File: config.mk
export PLATFORM = sky130hd
export DESIGN_NAME = dma_cmd_queue
export DESIGN_NICKNAME = d
export VERILOG_FILES = /design/src/rtl/dma_cmd_queue.sv
export SDC_FILE = /design/constraint.sdc
export NUM_CORES = 1
export LEC_CHECK = 0
export BUFFER_PORTS_ARGS = -buffer_cell sky130_fd_sc_hd__buf_2
export CORE_MARGIN = 2
export CORE_UTILIZATION = 55
export CTS_BUF_LIST = sky130_fd_sc_hd__clkbuf_2 sky130_fd_sc_hd__clkbuf_4 sky130_fd_sc_hd__clkbuf_8
export CTS_CLUSTER_DIAMETER = 50
export DETAILED_ROUTE_END_ITERATION = 10
export GPL_TIMING_DRIVEN = 0
export HOLD_SLACK_MARGIN = 0.12
export PLACE_DENSITY = 0.76
export SLEW_MARGIN = 20
export SYNTH_ARGS = -nofsm -noshare
export SYNTH_HDL_FRONTEND = slang
export SYNTH_SLANG_ARGS = --single-unit
File: constraint.sdc
create_clock -name clk -period 7.35 [get_ports clk]
set_clock_uncertainty 0.15 [all_clocks]
set_input_delay 0.3675 -clock clk [delete_from_list [all_inputs] [get_ports clk]]
set_output_delay 0.3675 -clock clk [all_outputs]
set_load 0.02 [all_outputs]
File: src/rtl/dma_cmd_queue.sv
// dma_cmd_queue: buffers DMA descriptors and replays each one as the MMIO
// register write sequence (0x10..0x24), then polls status at 0x2C until
// the DMA reports done or the poll budget runs out. Completions come back
// one per descriptor, strictly in push order.
module dma_cmd_queue #(
  parameter int DEPTH    = 4,
  parameter int POLL_GAP = 4,
  parameter int TIMEOUT  = 1024
) (
  input  logic                     clk,
  input  logic                     rst,
  input  logic                     desc_valid,
  output logic                     desc_ready,
  input  logic [63:0]              desc_src,
  input  logic [63:0]              desc_dst,
  input  logic [31:0]              desc_len,
  output logic                     cfg_req_valid,
  output logic [31:0]              cfg_req_addr,
  output logic [31:0]              cfg_req_wdata,
  input  logic                     cfg_resp_valid,
  input  logic [31:0]              cfg_resp_rdata,
  output logic                     cpl_valid,
  output logic                     cpl_status,
  output logic                     busy,
  output logic [$clog2(DEPTH):0]   count
);

  localparam int AW = $clog2(DEPTH);
  localparam int CW = AW + 1;
  // Gap counter must hold POLL_GAP; keep at least one bit when the gap is 0.
  localparam int GW = (POLL_GAP < 1) ? 1 : $clog2(POLL_GAP + 1);
  // Poll counter only ever holds 0..TIMEOUT-1; the last failed poll aborts.
  localparam int TW = (TIMEOUT < 2) ? 1 : $clog2(TIMEOUT);

  localparam logic [2:0] ST_IDLE = 3'd0;
  localparam logic [2:0] ST_WR   = 3'd1;
  localparam logic [2:0] ST_GAP  = 3'd2;
  localparam logic [2:0] ST_POLL = 3'd3;
  localparam logic [2:0] ST_CPL  = 3'd4;

  localparam logic [31:0] ADDR_STATUS = 32'h0000_002C;

  logic [159:0]  mem [DEPTH];
  logic [AW-1:0] wr_ptr;
  logic [AW-1:0] rd_ptr;
  logic          push;
  logic          pop;
  logic [159:0]  head;
  logic [63:0]   head_src;
  logic [63:0]   head_dst;
  logic [31:0]   head_len;

  logic [2:0]    state;
  logic [2:0]    beat;
  logic [GW-1:0] gap_cnt;
  logic [TW-1:0] poll_cnt;
  logic          cpl_stat_q;
  logic [63:0]   w_src;
  logic [63:0]   w_dst;
  logic [31:0]   w_len;

  // Only the done bit of the status word carries meaning here.
  logic          rdata_unused;
  assign rdata_unused = ^cfg_resp_rdata[31:1];

  assign desc_ready = (count < CW'(DEPTH));
  assign push       = desc_valid && desc_ready;
  assign pop        = (state == ST_IDLE) && (count != '0);

  assign head     = mem[rd_ptr];
  assign head_src = head[159:96];
  assign head_dst = head[95:32];
  assign head_len = head[31:0];

  // Address/data pair for one beat of the register write sequence.
  function automatic logic [63:0] beat_word(input logic [2:0] b,
                                            input logic [63:0] s,
                                            input logic [63:0] d,
                                            input logic [31:0] l);
    case (b)
      3'd0:    beat_word = {32'h0000_0010, s[31:0]};
      3'd1:    beat_word = {32'h0000_0014, s[63:32]};
      3'd2:    beat_word = {32'h0000_0018, d[31:0]};
      3'd3:    beat_word = {32'h0000_001C, d[63:32]};
      3'd4:    beat_word = {32'h0000_0020, l};
      default: beat_word = {32'h0000_0024, 32'h0000_0001};
    endcase
  endfunction

  // Descriptor storage; contents need no reset since pointers guard them.
  always_ff @(posedge clk) begin
    if (push) begin
      mem[wr_ptr] <= {desc_src, desc_dst, desc_len};
    end
  end

  // FIFO pointers and occupancy; simultaneous push and pop cancel out.
  always_ff @(posedge clk or posedge rst) begin
    if (rst) begin
      wr_ptr <= '0;
      rd_ptr <= '0;
      count  <= '0;
    end else begin
      if (push) begin
        wr_ptr <= wr_ptr + 1'b1;
      end
      if (pop) begin
        rd_ptr <= rd_ptr + 1'b1;
      end
      case ({push, pop})
        2'b10:   count <= count + 1'b1;
        2'b01:   count <= count - 1'b1;
        default: count <= count;
      endcase
    end
  end

  // Sequencer: pops one descriptor, writes it out, waits, polls, completes.
  always_ff @(posedge clk or posedge rst) begin
    if (rst) begin
      state         <= ST_IDLE;
      busy          <= 1'b0;
      beat          <= '0;
      gap_cnt       <= '0;
      poll_cnt      <= '0;
      cpl_stat_q    <= 1'b0;
      w_src         <= '0;
      w_dst         <= '0;
      w_len         <= '0;
      cfg_req_valid <= 1'b0;
      cfg_req_addr  <= '0;
      cfg_req_wdata <= '0;
      cpl_valid     <= 1'b0;
      cpl_status    <= 1'b0;
    end else begin
      cpl_valid <= 1'b0;
      case (state)
        ST_IDLE: begin
          if (pop) begin
            w_src    <= head_src;
            w_dst    <= head_dst;
            w_len    <= head_len;
            poll_cnt <= '0;
            busy     <= 1'b1;
            if (head_len == 32'd0) begin
              state      <= ST_CPL;
              cpl_stat_q <= 1'b0;
            end else begin
              state         <= ST_WR;
              beat          <= 3'd0;
              cfg_req_valid <= 1'b1;
              {cfg_req_addr, cfg_req_wdata} <= beat_word(3'd0, head_src, head_dst, head_len);
            end
          end
        end
        ST_WR: begin
          if (cfg_resp_valid) begin
            if (beat == 3'd5) begin
              if (POLL_GAP == 0) begin
                state         <= ST_POLL;
                cfg_req_addr  <= ADDR_STATUS;
                cfg_req_wdata <= '0;
              end else begin
                state         <= ST_GAP;
                gap_cnt       <= GW'(POLL_GAP);
                cfg_req_valid <= 1'b0;
                cfg_req_addr  <= '0;
                cfg_req_wdata <= '0;
              end
            end else begin
              beat <= beat + 3'd1;
              {cfg_req_addr, cfg_req_wdata} <= beat_word(beat + 3'd1, w_src, w_dst, w_len);
            end
          end
        end
        ST_GAP: begin
          if (gap_cnt == GW'(1)) begin
            state         <= ST_POLL;
            gap_cnt       <= '0;
            cfg_req_valid <= 1'b1;
            cfg_req_addr  <= ADDR_STATUS;
            cfg_req_wdata <= '0;
          end else begin
            gap_cnt <= gap_cnt - 1'b1;
          end
        end
        ST_POLL: begin
          if (cfg_resp_valid) begin
            if (cfg_resp_rdata[0]) begin
              state         <= ST_CPL;
              cpl_stat_q    <= 1'b0;
              cfg_req_valid <= 1'b0;
              cfg_req_addr  <= '0;
            end else if (poll_cnt == TW'(TIMEOUT - 1)) begin
              state         <= ST_CPL;
              cpl_stat_q    <= 1'b1;
              cfg_req_valid <= 1'b0;
              cfg_req_addr  <= '0;
            end else begin
              poll_cnt <= poll_cnt + 1'b1;
            end
          end
        end
        ST_CPL: begin
          state      <= ST_IDLE;
          busy       <= 1'b0;
          cpl_valid  <= 1'b1;
          cpl_status <= cpl_stat_q;
        end
        default: begin
          state         <= ST_IDLE;
          busy          <= 1'b0;
          cfg_req_valid <= 1'b0;
          cfg_req_addr  <= '0;
          cfg_req_wdata <= '0;
        end
      endcase
    end
  end

endmodule

==> summary.md, run 1 <==
| Metric | Value |
|---|---|
| Status | finished clean |
| Routed WL per cell | 25.76 um |
| Gate power share | 34.6% |
| Crit. End Element | register |
| Max clock buf depth | 3 |
| DR iter-0 viols | 2,187 |
| Final HPWL DP | 52,590 um |
| Layout area overhead | 21.03% |
| Chip Width | 250.7 um |
| Placed instance area | 0.03599 mm2 |
| Post-CTS Setup Inserts | 0 |
| Final worst slack | 2.878 ns |
| Syn. warnings | 0 |
| Mapped Area | 0.03349 mm2 |
| Unrepaired setup endpoints after global routing | no |
| Clock sink total | 867 |
| Final ANT Viol Nets | 0 |
| Hold Fails Final Rpt | 0 |
| GP Congestion | 0.8793 |
| First-pass GRT wire length | 120,800 um |
| H-tree levels | 4 |
| Sequential share of power | 41.4% |
| Static Leak | 14.66 nW |
| Synth Register Bits | 867 |
| Core region area | 0.06025 mm2 |
| I/O Pins | 268 |
| Worst skew pair latency | 0.80 ns |
| Initial antenna violation count | 12 |
| Critical Path AT | 5.03 ns |
| Post-CTS Hold Buffers | 175 |
| Worst-path maximum fanout | 10 |
| Share of layout cells above drive strength 1 | 37.60% |
| Final setup fails | 0 |
| Switch Pwr | 5.596 mW |
| Gate Count Post-Synth | 1,673 |
| Clock slew at reported path FFs | 0.07 ns |
| Vias in the first global route | 19.56k |
| Fmax | 223.6 MHz |
| Remaining Overflow, GRT | 0 |
| Detailed Routing Iterations Pass 1 | 7 |
| Required time worst endpoint | 7.91 ns |
| Final min period | 4.472 ns |
| Max-slew violation count | 0 |
| Initial Utilization | 55.58% |
| TritonCTS clock tree | yes |
| Number of flops mapped to enable cells by yosys | 640 |
| Pre-CTS setup slack | 2.981 ns |
| Switching share of power | 32.99% |
| Power Dens Cells | 418.5 mW/mm2 |
| Die H | 250.7 um |
| Post-synthesis area per instance | 20.02 um2 |
| Register area share after synthesis | 74.36% |
| Hold Crit Class | input pin to register |
| Gates resized, CTS repair | 0 |
| WS Path Type | register to register |
| Fraction of registers with async set/reset | 26.18% |
| Maxcap violations | 0 |
| CTS root buf | clkbuf_8 |
| Vias/cell | 5.967 |
| Area of the die | 0.06287 mm2 |
| GRT Overall Usage | 26.31% |
| Internal power | 11.37 mW |
| Period utilisation layout | 60.84% |
| Hold Slack | 0.1796 ns |
| Slew Limit Headroom | 28.69% |
| Via count | 18.70k |
| Detailed Route WL | 80,720 um |
| Row Count | 90 |
| Crit path launch type | register |
| Clk pwr share | 24.1% |
| Post-route DRC | 0 |
| Final net count | 2,444 |
| Synth Flop Type | edfxtp_1 |
| I/O Buffers | 208 |
| Least-Margin Pin Slew | 1.070 ns |
| Peak supply drop | 0.2462 mV |
| Cts bufs inserted | 135 |
| Post-route cell area | 0.04053 mm2 |
| Synth cell types | 52 |
| Largest net degree at the start of global routing | 93 |
-- metal layers --
metal	up-vias	track usage, %	routed length (um)
li1	7930	-	-
met4	8	11.80	2895
met3	163	6.927	7249
met1	9636	35.14	31390
met5	-	0	42
met2	963	41.26	39140
-- layout make-up --
| type | count | area [um2] |
|---|---|---|
| Sequential cell | 867 | 24900 |
| Fill cell | 3828 | 19720 |
| Multi-Input combinational cell | 688 | 8003 |
| Timing Repair Buffer | 397 | 3156 |
| Clock buffer | 210 | 2527 |
| Tap cell | 782 | 978.4 |
| Buffer | 128 | 638.1 |
| Clock inverter | 36 | 234.0 |
| Inverter | 17 | 71.32 |
| Antenna cell | 9 | 22.52 |
-- cell usage in the layout (no fill, tap or decap), types with 5 or more instances in the layout --
cell / synthesis / routed
conb_1: 1 / 28
xnor2_1: 5 / 5
inv_8: 0 / 5
a222oi_1: 31 / 31
a21oi_1: 14 / 14
xor2_1: 6 / 6
o21ai_0: 54 / 54
buf_4: 28 / 28
clkbuf_4: 0 / 58
nand2b_1: 7 / 7
diode_2: 0 / 9
nand2_1: 14 / 14
clkinv_1: 0 / 12
clkinvlp_4: 0 / 7
mux4_2: 160 / 160
clkinv_2: 0 / 8
clkbuf_1: 65 / 64
clkbuf_8: 0 / 152
a22oi_1: 34 / 34
and2_1: 11 / 7
inv_1: 17 / 16
buf_16: 0 / 11
dfrtp_1: 227 / 227
nand4_1: 7 / 7
nor4_1: 9 / 9
nor2_1: 17 / 17
mux2_2: 166 / 166
ha_1: 13 / 13
edfxtp_1: 640 / 640
buf_1: 9 / 9
a31o_2: 30 / 30
a2bb2oi_1: 31 / 31
and3_1: 5 / 5
buf_2: 20 / 228
dlygate4sd3_1: 0 / 175
-- kinds of logic after synthesis --
group | Yosys count | share of synthesized area (%)
flops | 867 | 74.36
buf+inv | 145 | 2.092
xor+xnor | 11 | 0.2877
fa+ha+maj | 14 | 0.5455
simple gates | 89 | 1.427
mux | 327 | 16.37
other cells | 1 | 0.01120
compound gates | 219 | 4.906
-- state kept, by name, summed over array words and instances, names as in the netlist, 2 cells and up --
signal	flops
rd_ptr	2
cfg_req_addr	4
w_len	32
mem	640
w_dst	64
count	3
gap_cnt	3
poll_cnt	10
state	3
wr_ptr	2
w_src	64
beat	3
cfg_req_wdata	32
-- power by group through the flow --
stage / combinational [mW] / sequential [mW] / clock (mW)
6_report: 5.86 / 7.02 / 4.08
5_1_grt: 6.23 / 7.10 / 4.35
4_1_cts: 5.85 / 6.99 / 4.12
3_5_place_dp: 5.73 / 7.08 / 0
3_3_place_gp: 5.46 / 7.20 / 0
2_1_floorplan: 3.90 / 7.06 / 0
-- worst max-delay path, stage by stage, from the launching register on --
cell and delay (ns):
dfrtp_1 0.41, or3_1 0.12, clkbuf_1 0.38, a21oi_1 0.17, or2_2 0.29, clkbuf_1 0.20, nor2_1 0.76, buf_2 0.44
buf_2 0.38, ha_1 0.25, inv_1 0.06, fa_1 0.38, xor2_1 0.15, nor2_1 0.11, xnor2_1 0.13
-- path summary, 6_finish.rpt --
path                                    from     endpoint  slack [ns]  depth (start not counted)
max in group asynchronous                rst    w_dst[61]        5.58                          5
worst max-delay path                count[0]     count[2]        2.88                         14
worst max register to register      count[0]     count[2]        2.88                         14
worst min register to register    cpl_status   cpl_status        0.33                          2
min in group asynchronous                rst    w_src[46]        0.62                          4
worst min-delay path            desc_src[34]  mem[3][130]        0.18                          2
-- synthesized netlist by cell type, drive strengths merged, types with 11 or more instances --
cell type,number,share of area [%]
edfxtp,640,57
dfrtp,227,17
mux2,166,5.6
mux4,160,11
clkbuf,68,0.77
buf,60,1.1
o21ai,55,0.83
a22oi,34,0.76
a222oi,31,0.93
a2bb2oi,31,0.81
a31o,30,0.78
inv,17,0.19
nor2,17,0.19
a21oi,14,0.21
nand2,14,0.16
ha,13,0.49
and2,11,0.21
-- metrics by stage --
stage	std cells	TNS (ns)	power, mW	util [%]
floorplan	1700	0	10.96	-
global placement	2690	-1015.13	12.66	59.10
detailed placement	2704	0	12.81	59.73
CTS	3125	0	16.96	67.23
global route	3132	0	17.68	67.26
finish	3134	0	16.96	67.27
Power figures use the tool's default switching activity.
==> run 2, diff against run 1 <==
Clock period 7.35 ns to 4.2 ns, I/O delays scaled along.
==> summary.md, run 2 (same netlist as run 1, synthesis figures left out) <==
| Metric | Value |
|---|---|
| Status | finished clean |
| Remaining Overflow, GRT | 0 (unchanged) |
| Max FFs per register | 640 (unchanged) |
| Detailed Route WL | 83,180 um (+3.0%) |
| Initial antenna violation count | 13 (+1) |
| Chip Width | 250.7 um (unchanged) |
| WS Path Type | register to register |
| Required time worst endpoint | 4.75 ns (-3.16 ns) |
| Via count | 19.58k (+4.7%) |
| Post-route cell area | 0.04241 mm2 (+4.6%) |
| Routed WL per cell | 25.22 um (-2.1%) |
| Detailed Routing Iterations Pass 1 | 8 (+1) |
| Commonest cells after routing, fill and taps aside | 640 x edfxtp_1, 326 x dlygate4sd3_1, 229 x buf_2 |
| Final ANT Viol Nets | 0 (unchanged) |
| Post-CTS Setup Inserts | 0 (unchanged) |
| Clock sink total | 867 (unchanged) |
| Final HPWL DP | 53,150 um (+1.1%) |
| I/O Buffers | 208 (unchanged) |
| WHS Path Cells | 5 (+3) |
| Least-Margin Pin Slew | 1.019 ns (-0.05047 ns) |
| Max-slew violation count | 0 (unchanged) |
| Placed instance area | 0.03616 mm2 (+0.47%) |
| Most flop-heavy register | mem |
| Crit path launch type | register |
| Initial Utilization | 55.58% (unchanged) |
| Core Util, Final | 70.39% (+3.1 points) |
| Die H | 250.7 um (unchanged) |
| Power Dens Cells | 715.0 mW/mm2 (+71%) |
| Biggest regs | mem: 640 flops, w_dst: 64 flops, w_src: 64 flops |
| Area of the die | 0.06287 mm2 (unchanged) |
| Hold Slack | 0.2988 ns (+0.1192 ns) |
| Row Count | 90 (unchanged) |
| Peak supply drop | 0.4783 mV (+94%) |
| Hold Crit Class | input pin to register |
| Maxcap violations | 0 (unchanged) |
| DR iter-0 viols | 2,334 (+6.7%) |
| Worst-path maximum fanout | 10 (unchanged) |
| Critical Path AT | 4.57 ns (-0.46 ns) |
| Hold Fails Final Rpt | 0 (unchanged) |
| CTS root buf | clkbuf_8 |
| Pre-CTS setup slack | -0.09944 ns (-3.081 ns) |
| GP Congestion | 0.8799 (about the same) |
| Fmax | 248.9 MHz (+11%) |
| Most common cell after layout, fill and taps aside | edfxtp_1 |
| Largest net degree at the start of global routing | 47 (-49%) |
| Slew Limit Headroom | 32.06% (+3.4 points) |
| Worst R2R Path Depth | 9 (-5) |
| Static Leak | 15.47 nW (+5.6%) |
| Unrepaired setup endpoints after global routing | yes |
| Post-route DRC | 0 (unchanged) |
| TritonCTS clock tree | yes |
| Final setup fails | 0 (unchanged) |
| First-pass GRT wire length | 124,400 um (+3.0%) |
| Cts bufs inserted | 138 (+2.2%) |
| Period utilisation layout | 95.66% (+35 points) |
| Vias/cell | 5.936 (-0.52%) |
| Max clock buf depth | 3 (unchanged) |
| Crit. End Element | register |
| Share of layout cells above drive strength 1 | 35.87% (-1.7 points) |
| I/O Pins | 268 (unchanged) |
| Final min period | 4.018 ns (-0.4539 ns) |
| GRT Overall Usage | 26.96% (+0.65 points) |
| Final worst slack | 0.1822 ns (-2.696 ns) |
| H-tree levels | 4 (unchanged) |
| Final net count | 2,607 (+6.7%) |
| Worst skew pair latency | 0.80 ns (about the same) |
| Clock slew at reported path FFs | 0.06 ns (about the same) |
| Core region area | 0.06025 mm2 (unchanged) |
| Layout area overhead | 26.65% |
| Vias in the first global route | 20.56k (+5.1%) |
==> run 2: layer usage <==
| layer | track usage (%) | share of wire, % | vias to the layer above |
|---|---|---|---|
| met4 | 11.21 | 3.6 | 14 |
| met5 | 0 | 0.10 | - |
| met2 | 43.64 | 49 | 1070 |
| met1 | 35.41 | 38 | 10049 |
| met3 | 6.689 | 9.0 | 183 |
| li1 | - | - | 8261 |
==> run 2: what timing repair did <==
item,CTS,global route
setup endpoints to repair,2,16
hold buffers,326,0
hold endpoints to repair,827,0
resized for setup,3,3
==> run 2: worst paths after layout <==
kind	slack [ns]	end	from
worst min-delay path	0.30	cpl_stat_q	cfg_resp_rdata[0]
worst max register to register	0.18	cfg_req_wdata[7]	rd_ptr[1]
max in group asynchronous	2.11	w_dst[33]	rst
worst min register to register	0.34	gap_cnt[1]	gap_cnt[1]
worst max-delay path	0.18	cfg_req_wdata[7]	rd_ptr[1]
min in group asynchronous	0.53	cfg_req_addr[5]	rst
==> run 2: power breakdown <==
group          leakage (nW)  internal, mW  switching (mW)
clock network          1.56          4.23            3.38
registers              8.54          11.3           0.974
logic                  5.37          4.85            5.57
total                  15.5          20.4            9.93
==> run 2: stage by stage <==
step / instances / setup TNS [ns] / total power, mW
after floorplan: 1700 / 0 / 19.09
final: 3298 / 0 / 30.32
after global routing: 3295 / -0.01217 / 31.52
after detailed placement: 2713 / -0.09944 / 22.43
after CTS: 3291 / 0 / 30.25
after global placement: 2690 / -628.84 / 22.02
==> run 2: layout make-up <==
class,count,area [um2]
diodes,7,17.52
plain buffers,128,643.1
clock buffers,212,2549
clock inverters,40,404.1
fillers,3619,17840
inverters,17,67.56
multi-input cells,688,8010
flip-flops and latches,867,24900
well taps,782,978.4
repair buffers,557,4840
==> run 2: worst max-delay path, stage by stage, from the launching register on <==
cell and delay [ns]:
dfrtp_1 0.34, clkbuf_1 0.36, clkbuf_2 0.40, mux4_2 0.45
nor4_1 0.60, nand4_1 0.33, o21ai_2 0.53, clkbuf_2 0.38
o21ai_0 0.18, a2bb2oi_1 0.19
